[src/rtl/apb_timer_slave.sv]
// apb_timer_slave
//   APB3 completer exposing a prescaled 32-bit up-counter with compare match
//   and a level interrupt. Every access takes WAIT_STATES wait cycles, and
//   illegal accesses return PSLVERR.
//
//   Parameters
//     WAIT_STATES  access-phase cycles with PREADY low (0..15)
//     PRESC_W      prescaler width (1..32)
//
//   Ports
//     PCLK, PRESETn        clock (rising edge), async active-low reset
//     PSEL, PENABLE        APB select / access phase
//     PWRITE, PADDR        direction, byte address (PADDR[1:0] must be 0)
//     PWDATA, PSTRB        write data and byte strobes
//     PRDATA               read data, non-zero only in the completion cycle
//     PREADY, PSLVERR      completion and error response
//     IRQ_O                MATCH & IRQ_EN
//
//   Register map
//     0x0 CTRL  [0]EN [1]AUTO_RELOAD [2]IRQ_EN [3]CLR (reads 0) [8]MATCH (W1C)
//     0x4 PRESC tick every PRESC+1 cycles
//     0x8 CMP
//     0xC COUNT read-only
module apb_timer_slave #(
    parameter int unsigned WAIT_STATES = 1,
    parameter int unsigned PRESC_W     = 16
) (
    input  logic        PCLK,
    input  logic        PRESETn,
    input  logic        PSEL,
    input  logic        PENABLE,
    input  logic        PWRITE,
    input  logic [3:0]  PADDR,
    input  logic [31:0] PWDATA,
    input  logic [3:0]  PSTRB,
    output logic [31:0] PRDATA,
    output logic        PREADY,
    output logic        PSLVERR,
    output logic        IRQ_O
);

    typedef enum logic [1:0] {
        StIdle,
        StAccess,
        StDone
    } state_e;

    // Wait-counter value on which ACCESS hands over to DONE.
    localparam logic [3:0] WaitLast = (WAIT_STATES == 0) ? 4'd0 : 4'(WAIT_STATES - 1);
    localparam logic [PRESC_W-1:0] PrescOne = PRESC_W'(1);

    state_e              state_q, state_d;
    logic [3:0]          wait_q, wait_d;
    logic                en_q, en_d;
    logic                auto_q, auto_d;
    logic                irq_en_q, irq_en_d;
    logic                match_q, match_d;
    logic [PRESC_W-1:0]  presc_q, presc_d;
    logic [PRESC_W-1:0]  pcnt_q, pcnt_d;
    logic [31:0]         cmp_q, cmp_d;
    logic [31:0]         count_q, count_d;

    logic        done;
    logic        err;
    logic        wr_ok;
    logic        wr_ctrl;
    logic        wr_presc;
    logic        wr_cmp;
    logic [31:0] wmask;
    logic [31:0] rdata;
    logic        tick;
    logic        match_set;
    logic        match_clr;

    // ---------------------------------------------------------------------
    // Transfer FSM
    // ---------------------------------------------------------------------
    always_comb begin
        state_d = state_q;
        wait_d  = wait_q;
        unique case (state_q)
            StIdle: begin
                if (PSEL && !PENABLE) begin
                    wait_d  = 4'd0;
                    state_d = (WAIT_STATES == 0) ? StDone : StAccess;
                end
            end
            StAccess: begin
                if (!PSEL) begin
                    // Aborted transfer: no write, no PREADY.
                    state_d = StIdle;
                end else if (wait_q == WaitLast) begin
                    state_d = StDone;
                end else begin
                    wait_d = wait_q + 4'd1;
                end
            end
            StDone:  state_d = StIdle;
            default: state_d = StIdle;
        endcase
    end

    // ---------------------------------------------------------------------
    // Access decode and read mux
    // ---------------------------------------------------------------------
    assign done     = (state_q == StDone);
    assign err      = (PADDR[1:0] != 2'b00) ||
                      (PWRITE && ((PADDR[3:2] == 2'd3) || (PSTRB == 4'b0000)));
    assign wr_ok    = done && PWRITE && !err;
    assign wr_ctrl  = wr_ok && (PADDR[3:2] == 2'd0);
    assign wr_presc = wr_ok && (PADDR[3:2] == 2'd1);
    assign wr_cmp   = wr_ok && (PADDR[3:2] == 2'd2);
    assign wmask    = {{8{PSTRB[3]}}, {8{PSTRB[2]}}, {8{PSTRB[1]}}, {8{PSTRB[0]}}};

    always_comb begin
        rdata = 32'd0;
        case (PADDR[3:2])
            2'd0:    rdata = {23'd0, match_q, 5'd0, irq_en_q, auto_q, en_q};
            2'd1:    rdata = 32'(presc_q);
            2'd2:    rdata = cmp_q;
            default: rdata = count_q;
        endcase
    end

    assign PRDATA  = (done && !PWRITE && !err) ? rdata : 32'd0;
    assign PREADY  = done;
    assign PSLVERR = done && err;
    assign IRQ_O   = match_q & irq_en_q;

    // ---------------------------------------------------------------------
    // Timer and register next-state
    // ---------------------------------------------------------------------
    assign tick      = en_q && (pcnt_q == presc_q);
    assign match_clr = wr_ctrl && PSTRB[1] && PWDATA[8];

    always_comb begin
        en_d      = en_q;
        auto_d    = auto_q;
        irq_en_d  = irq_en_q;
        presc_d   = presc_q;
        pcnt_d    = pcnt_q;
        cmp_d     = cmp_q;
        count_d   = count_q;
        match_set = 1'b0;

        if (en_q) begin
            pcnt_d = tick ? '0 : pcnt_q + PrescOne;
        end

        if (tick) begin
            if (count_q == cmp_q) begin
                match_set = 1'b1;
                if (auto_q) begin
                    count_d = 32'd0;
                end else begin
                    en_d = 1'b0;
                end
            end else begin
                count_d = count_q + 32'd1;
            end
        end

        // Software writes come after the timer update so they take priority
        // (EN over one-shot stop, CLR over a same-cycle tick).
        if (wr_ctrl && PSTRB[0]) begin
            if (PWDATA[0] && !en_q) begin
                pcnt_d = '0;
            end
            en_d     = PWDATA[0];
            auto_d   = PWDATA[1];
            irq_en_d = PWDATA[2];
            if (PWDATA[3]) begin
                count_d = 32'd0;
                pcnt_d  = '0;
            end
        end

        if (wr_presc) begin
            presc_d = (presc_q & ~wmask[PRESC_W-1:0]) | (PWDATA[PRESC_W-1:0] & wmask[PRESC_W-1:0]);
            pcnt_d  = '0;
        end

        if (wr_cmp) begin
            cmp_d = (cmp_q & ~wmask) | (PWDATA & wmask);
        end
    end

    // Hardware set beats a same-cycle W1C clear.
    assign match_d = (match_q & ~match_clr) | match_set;

    always_ff @(posedge PCLK or negedge PRESETn) begin
        if (!PRESETn) begin
            state_q  <= StIdle;
            wait_q   <= 4'd0;
            en_q     <= 1'b0;
            auto_q   <= 1'b0;
            irq_en_q <= 1'b0;
            match_q  <= 1'b0;
            presc_q  <= '0;
            pcnt_q   <= '0;
            cmp_q    <= 32'd0;
            count_q  <= 32'd0;
        end else begin
            state_q  <= state_d;
            wait_q   <= wait_d;
            en_q     <= en_d;
            auto_q   <= auto_d;
            irq_en_q <= irq_en_d;
            match_q  <= match_d;
            presc_q  <= presc_d;
            pcnt_q   <= pcnt_d;
            cmp_q    <= cmp_d;
            count_q  <= count_d;
        end
    end

endmodule

[config.mk]
export PLATFORM = sky130hd
export DESIGN_NAME = apb_timer_slave
export DESIGN_NICKNAME = d
export VERILOG_FILES = /design/src/rtl/apb_timer_slave.sv
export SDC_FILE = /design/constraint.sdc
export NUM_CORES = 1
export LEC_CHECK = 0
export CAP_MARGIN = 20
export CORE_AREA = 2 2 139 87
export DETAILED_ROUTE_END_ITERATION = 6
export DIE_AREA = 0 0 141 89
export HOLD_SLACK_MARGIN = 0.08
export MAX_ROUTING_LAYER = met4
export PLACE_DENSITY = 0.76
export SLEW_MARGIN = 0
export SYNTH_ARGS = -nofsm -noshare
export SYNTH_HDL_FRONTEND = slang
export SYNTH_SLANG_ARGS = --single-unit
[constraint.sdc]
create_clock -name PCLK -period 2.77 [get_ports PCLK]
set_clock_uncertainty 0.2 [all_clocks]
set_input_delay 0.4155 -clock PCLK [delete_from_list [all_inputs] [get_ports PCLK]]
set_output_delay 0.4155 -clock PCLK [all_outputs]
set_load 0.005 [all_outputs]
# After elaboration in Yosys (flattened, before gate mapping)

Index checks and enable logic that the tools add are counted.

Bits in registers: 106
Bits of input ports: 45
Output and inout port bits: 35
Word-level logic and storage cells: 96

Add/sub/neg operators: 3
Eq/ne operators: 12
Mux-type cells: 27
Bitwise gates (word level): 12
Reduce and logical (&&, ||, !) cells: 32

Operators with widths:

| cell                                                 | count |
|---|---|
| 2-to-1 mux 32 bit                                    | 6 |
| 2-to-1 mux 16 bit                                    | 6 |
| case mux 32 bit (3 select lines)                     | 1 |
| bitwise AND 32 bit                                   | 2 |
| adder 32 x 1 -> 32 bit (second input constant)       | 1 |
| bitwise AND 16 bit                                   | 2 |
| equality test 32 bit                                 | 1 |
| inverter 32 bit                                      | 1 |
| bitwise OR 32 bit                                    | 1 |
| adder 16 x 1 -> 16 bit (second input constant)       | 1 |
| equality test 16 bit                                 | 1 |
| inverter 16 bit                                      | 1 |
| bitwise OR 16 bit                                    | 1 |
| logical AND 1 bit                                    | 15 |
| 2-to-1 mux 4 bit                                     | 3 |
| zero test 4 bit                                      | 2 |
| case mux 4 bit (2 select lines)                      | 1 |
| nonzero test 2 bit                                   | 4 |
| equality test 2 bit (second input constant)          | 3 |
| 2-to-1 mux 1 bit                                     | 6 |
| 2-to-1 mux 2 bit                                     | 3 |
| != test 2 bit (second input constant)                | 3 |
| adder 4 x 1 -> 4 bit (second input constant)         | 1 |
| equality test 2 x 1 -> 1 bit (second input constant) | 2 |
| 12 further kinds                                     | 18 |

# Logic depth before layout (Yosys ltp)

Depth after elaboration: 12
Gate-level depth with buffers: 10

# Worst setup path after synthesis

Ideal clock, no wire load.

Path kind: input -> output
From: in PADDR[2]
To: out PRDATA[21]
Data arrival time: 1.956 ns
Data required time: 2.155 ns
Path slack: 0.198 ns
Stages on the path: 5
Buffers on the path: 3
Path through: clkbuf_1 clkbuf_1 buf_1 mux2i_1 nor2_1

Word-level cells in the longest chain between the ends: 7
Elaborated cells on any way between the ends: 11

RTL lines:

| item                  | line | source |
|---|---|---|
| from (decl)           | 33   | `input logic [3:0] PADDR,` |
| equality test 2 bit   | 108  | `(PWRITE && ((PADDR[3:2] == 2'd3) \|\| (PSTRB == 4'b0000)));` |
| logical OR 1 bit      | 108  |  |
| logical AND 1 bit     | 108  |  |
| logical OR 1 bit      | 107  | `assign err = (PADDR[1:0] != 2'b00) \|\|` |
| zero test 1 bit       | 125  | `assign PRDATA = (done && !PWRITE && !err) ? rdata : 32'd0;` |
| logical AND 1 bit     | 125  |  |
| 2-to-1 mux 32 bit (*) | 125  |  |
| to (decl)             | 36   | `output logic [31:0] PRDATA,` |

Mark *: on every way between the ends. The rest lies on a longest branch, timed or not.

==> results.py <==
metrics = {
    "hold_path": {
        "hold_path.class": "reg2reg",
    },
    "global_routing": {
        "grt_pass1_vias": 5391,
        "overflow": 0,
        "grt_pass1_wl_um": 28400,
        "grt.total_usage_pct": 30.5,
        "grt_antenna_before_repair": 0,
        "grt_max_degree": 51,
    },
    "placed_design": {
        "dpl.hpwl_um": 13800,
        "dpl_cell_area_um2": 7870,
        "gp_congestion": 0.968,
        "dp.cells": 912,
        "io_buffers": 79,
        "place_ws_ps": -97.4,
    },
    "timing": {
        "fmax_mhz": 357,
        "slew_viol_final": 0,
        "setup_viol": 6,
        "finalHoldViolCount": 0,
        "worst_slew_pin_slew_ps": 724,
        "slew_headroom_pct": 51.7,
        "fin_crit_ps": 2800,
        "grt_setup_unrepaired": "yes",
        "fin_crit_sh_pct": 101,
        "fin_ws_ps": -31.6,
    },
    "power": {
        "combPwrFrac_pct": 24.5,
        "power_frac_seq_pct": 44.5,
        "p_switching_mw": 1.27,
        "p_leak_nw": 3.73,
        "clkPwrFrac_pct": 31.0,
        "p_int_mw": 2.94,
        "p_per_area_nw_per_um2": 494,
        "max-vdd-ir-drop_v": 0.000322,
        "swShare_pct": 30.1,
        "total_power_mw": 4.21,
    },
    "final_layout": {
        "area_growth_pct": 39.7,
        "drive_above_1_share_pct": 30.4,
        "final_area_um2": 8510,
        "fin_nets": 839,
        "finalNonFillerCells": 939,
        "most-common-layout-cells": "dfrtp_1 (106), buf_4 (99), clkdlybuf4s50_1 (76), nor2_1 (59), mux2_2 (58)",
        "antenna_cells": 0,
        "final_common_cell": "dfrtp_1",
    },
    "die": {
        "floorplan.die_area_um2": 12500,
        "core_region_area_um2": 11100,
        "io_pins": 80,
        "die_x_um": 141,
        "num_rows": 30,
        "start_util_pct": 54.7,
        "fp.dieH_um": 89,
    },
    "yosys": {
        "async_flop_share_pct": 100,
        "synth_flop_cell": "dfrtp_1",
        "synth_area_um2": 6090,
        "syn_inst": 609,
        "avgSynthCellArea_um2": 10.0,
        "synth_seq_cells": 106,
        "synth_cell_types": 52,
        "yosysWarningCount": 0,
        "synth_fp_nets": 658,
        "ys_seq_area_share_pct": 43.5,
        "synth_edf_count": 0,
    },
    "detailed_routing": {
        "vias_per_cell": 6.02,
        "drtAntennaViolNets": 0,
        "dr.pass1.iters": 5,
        "drt_iter0_drc": 565,
        "finalWirelength_um": 19100,
        "wl_per_cell_um": 20.4,
        "dr_total_vias": 5653,
        "drcViolationCount": 0,
    },
    "setup_path": {
        "max_stage_delay_ps": 510,
        "cpMaxStageDelayCell": "or4_4",
        "critical-path-top-delay-family": "simple AND/OR/NAND/NOR gates",
        "critPathLaunchType": "flop",
        "arrival_ps": 2880,
        "critPathMaxFanout": 3,
        "worst-setup-path-type": "reg2reg",
        "endpoint_kind": "flop",
        "cp_data_required_time_ps": 2850,
        "worst-path-buf-inv": 1,
        "crit_chain": "xnor2_2, and4_1, nand3_2, or3_4, or2_4, buf_6, or4_4, a21oi_2",
    },
    "clocking": {
        "clkTransAtPathRegs_ps": 70,
        "cts.sinks": 106,
        "cts_tree": "yes",
        "insertion_delay_ps": 350,
        "cts_root_buffer": "clkbuf_16",
        "numCtsBuffers": 9,
        "cts_max_level": 3,
        "clock_path_buffers": 2,
    },
    "run_status": {
        "status": "finished, violations left",
        "violations": "setup timing",
    },
    "run": {
        "cap_violations": 0,
    },
}
## per-layer routing
metal  vias up  routed length (um)  global-route usage (%)
met5         -                   0                       -
met4         0                 166                    6.27
met3        22                1800                    5.36
met2       270                8550                    46.6
met1      2794                8620                    43.2
li1       2567                   -                       -
## worst min-delay path: stages (launching register included)
cell,delay (ps)
dfrtp_1,380
nand2_1,50
o21ai_0,70
## logic make-up (layout without fill, tap and decap cells)
logic type                 after synthesis  count (layout)  share of synthesized area (%)
buffers and inverters                   43             229                           2.77
DFF                                    106             106                           43.5
AOI/OAI and AO/OA                       86              86                           8.95
xor gates and xnor gates                67              67                           9.63
muxes                                   79              79                           15.0
and+or+nand+nor                        224             224                           19.3
adders and majority gates                4               4                          0.821
## path summary, 6_finish.rpt
check	from	endpoint	slack, ps	cells after the start
max	flop	count_q[27]	-30	8
min	flop	flop	340	2
min reg2reg	flop	flop	340	2
max reg2reg	flop	count_q[27]	-30	8
min in group asynchronous	PRESETn	state_q[1]	460	2
max in group asynchronous	PRESETn	async pin	1290	3
## power by group through the flow
stage	Clock, mW	Combinational, mW	Sequential (mW)
2_1_floorplan	0	0.458	1.88
3_3_place_gp	0	0.927	1.88
3_5_place_dp	0	0.971	1.89
4_1_cts	1.31	0.993	1.87
5_1_grt	1.38	1.11	1.89
6_report	1.30	1.03	1.87
## stage by stage
step                setup TNS [ps]  hold slack (ps)  util, %
finish                        -120              345     76.4
detailed placement           -2650              310     70.6
global placement              -163              296     70.6
floorplan                        0            -80.1        -
global route                  -683              369     76.4
CTS                              0              340     73.9
## what timing repair did
action / in CTS / in global routing
gates resized for setup: 7 / 42
pin swaps: 1 / 24
endpoints found under the hold margin: 48 / 0
cloned: 0 / 3
buffers inserted: 3 / 5
endpoints found under the setup margin: 17 / 22
hold buffers: 1 / 0
## layout make-up
| type | count | area [um^2] |
|---|---|---|
| clock buffers | 10 | 229 |
| flip-flops and latches | 106 | 2650 |
| repair buffers | 196 | 1840 |
| inverters | 17 | 63.8 |
| well taps | 144 | 180 |
| multi-input cells | 460 | 3480 |
| fillers | 717 | 2630 |
| clock inverters | 6 | 65.1 |
## synthesized netlist by cell type, drive strengths merged, types with 17 or more instances
cell / count / area share, %
a21oi: 23 / 1.9
clkbuf: 19 / 1.2
dfrtp: 106 / 44
mux2: 58 / 11
mux2i: 17 / 2.8
nand2: 40 / 2.5
nand3: 22 / 1.8
nand4: 21 / 2.3
nor2: 61 / 3.8
o21ai: 19 / 1.6
xnor2: 22 / 3.2
xor2: 45 / 6.5
No activity file was read; power rests on OpenSTA's default activity.
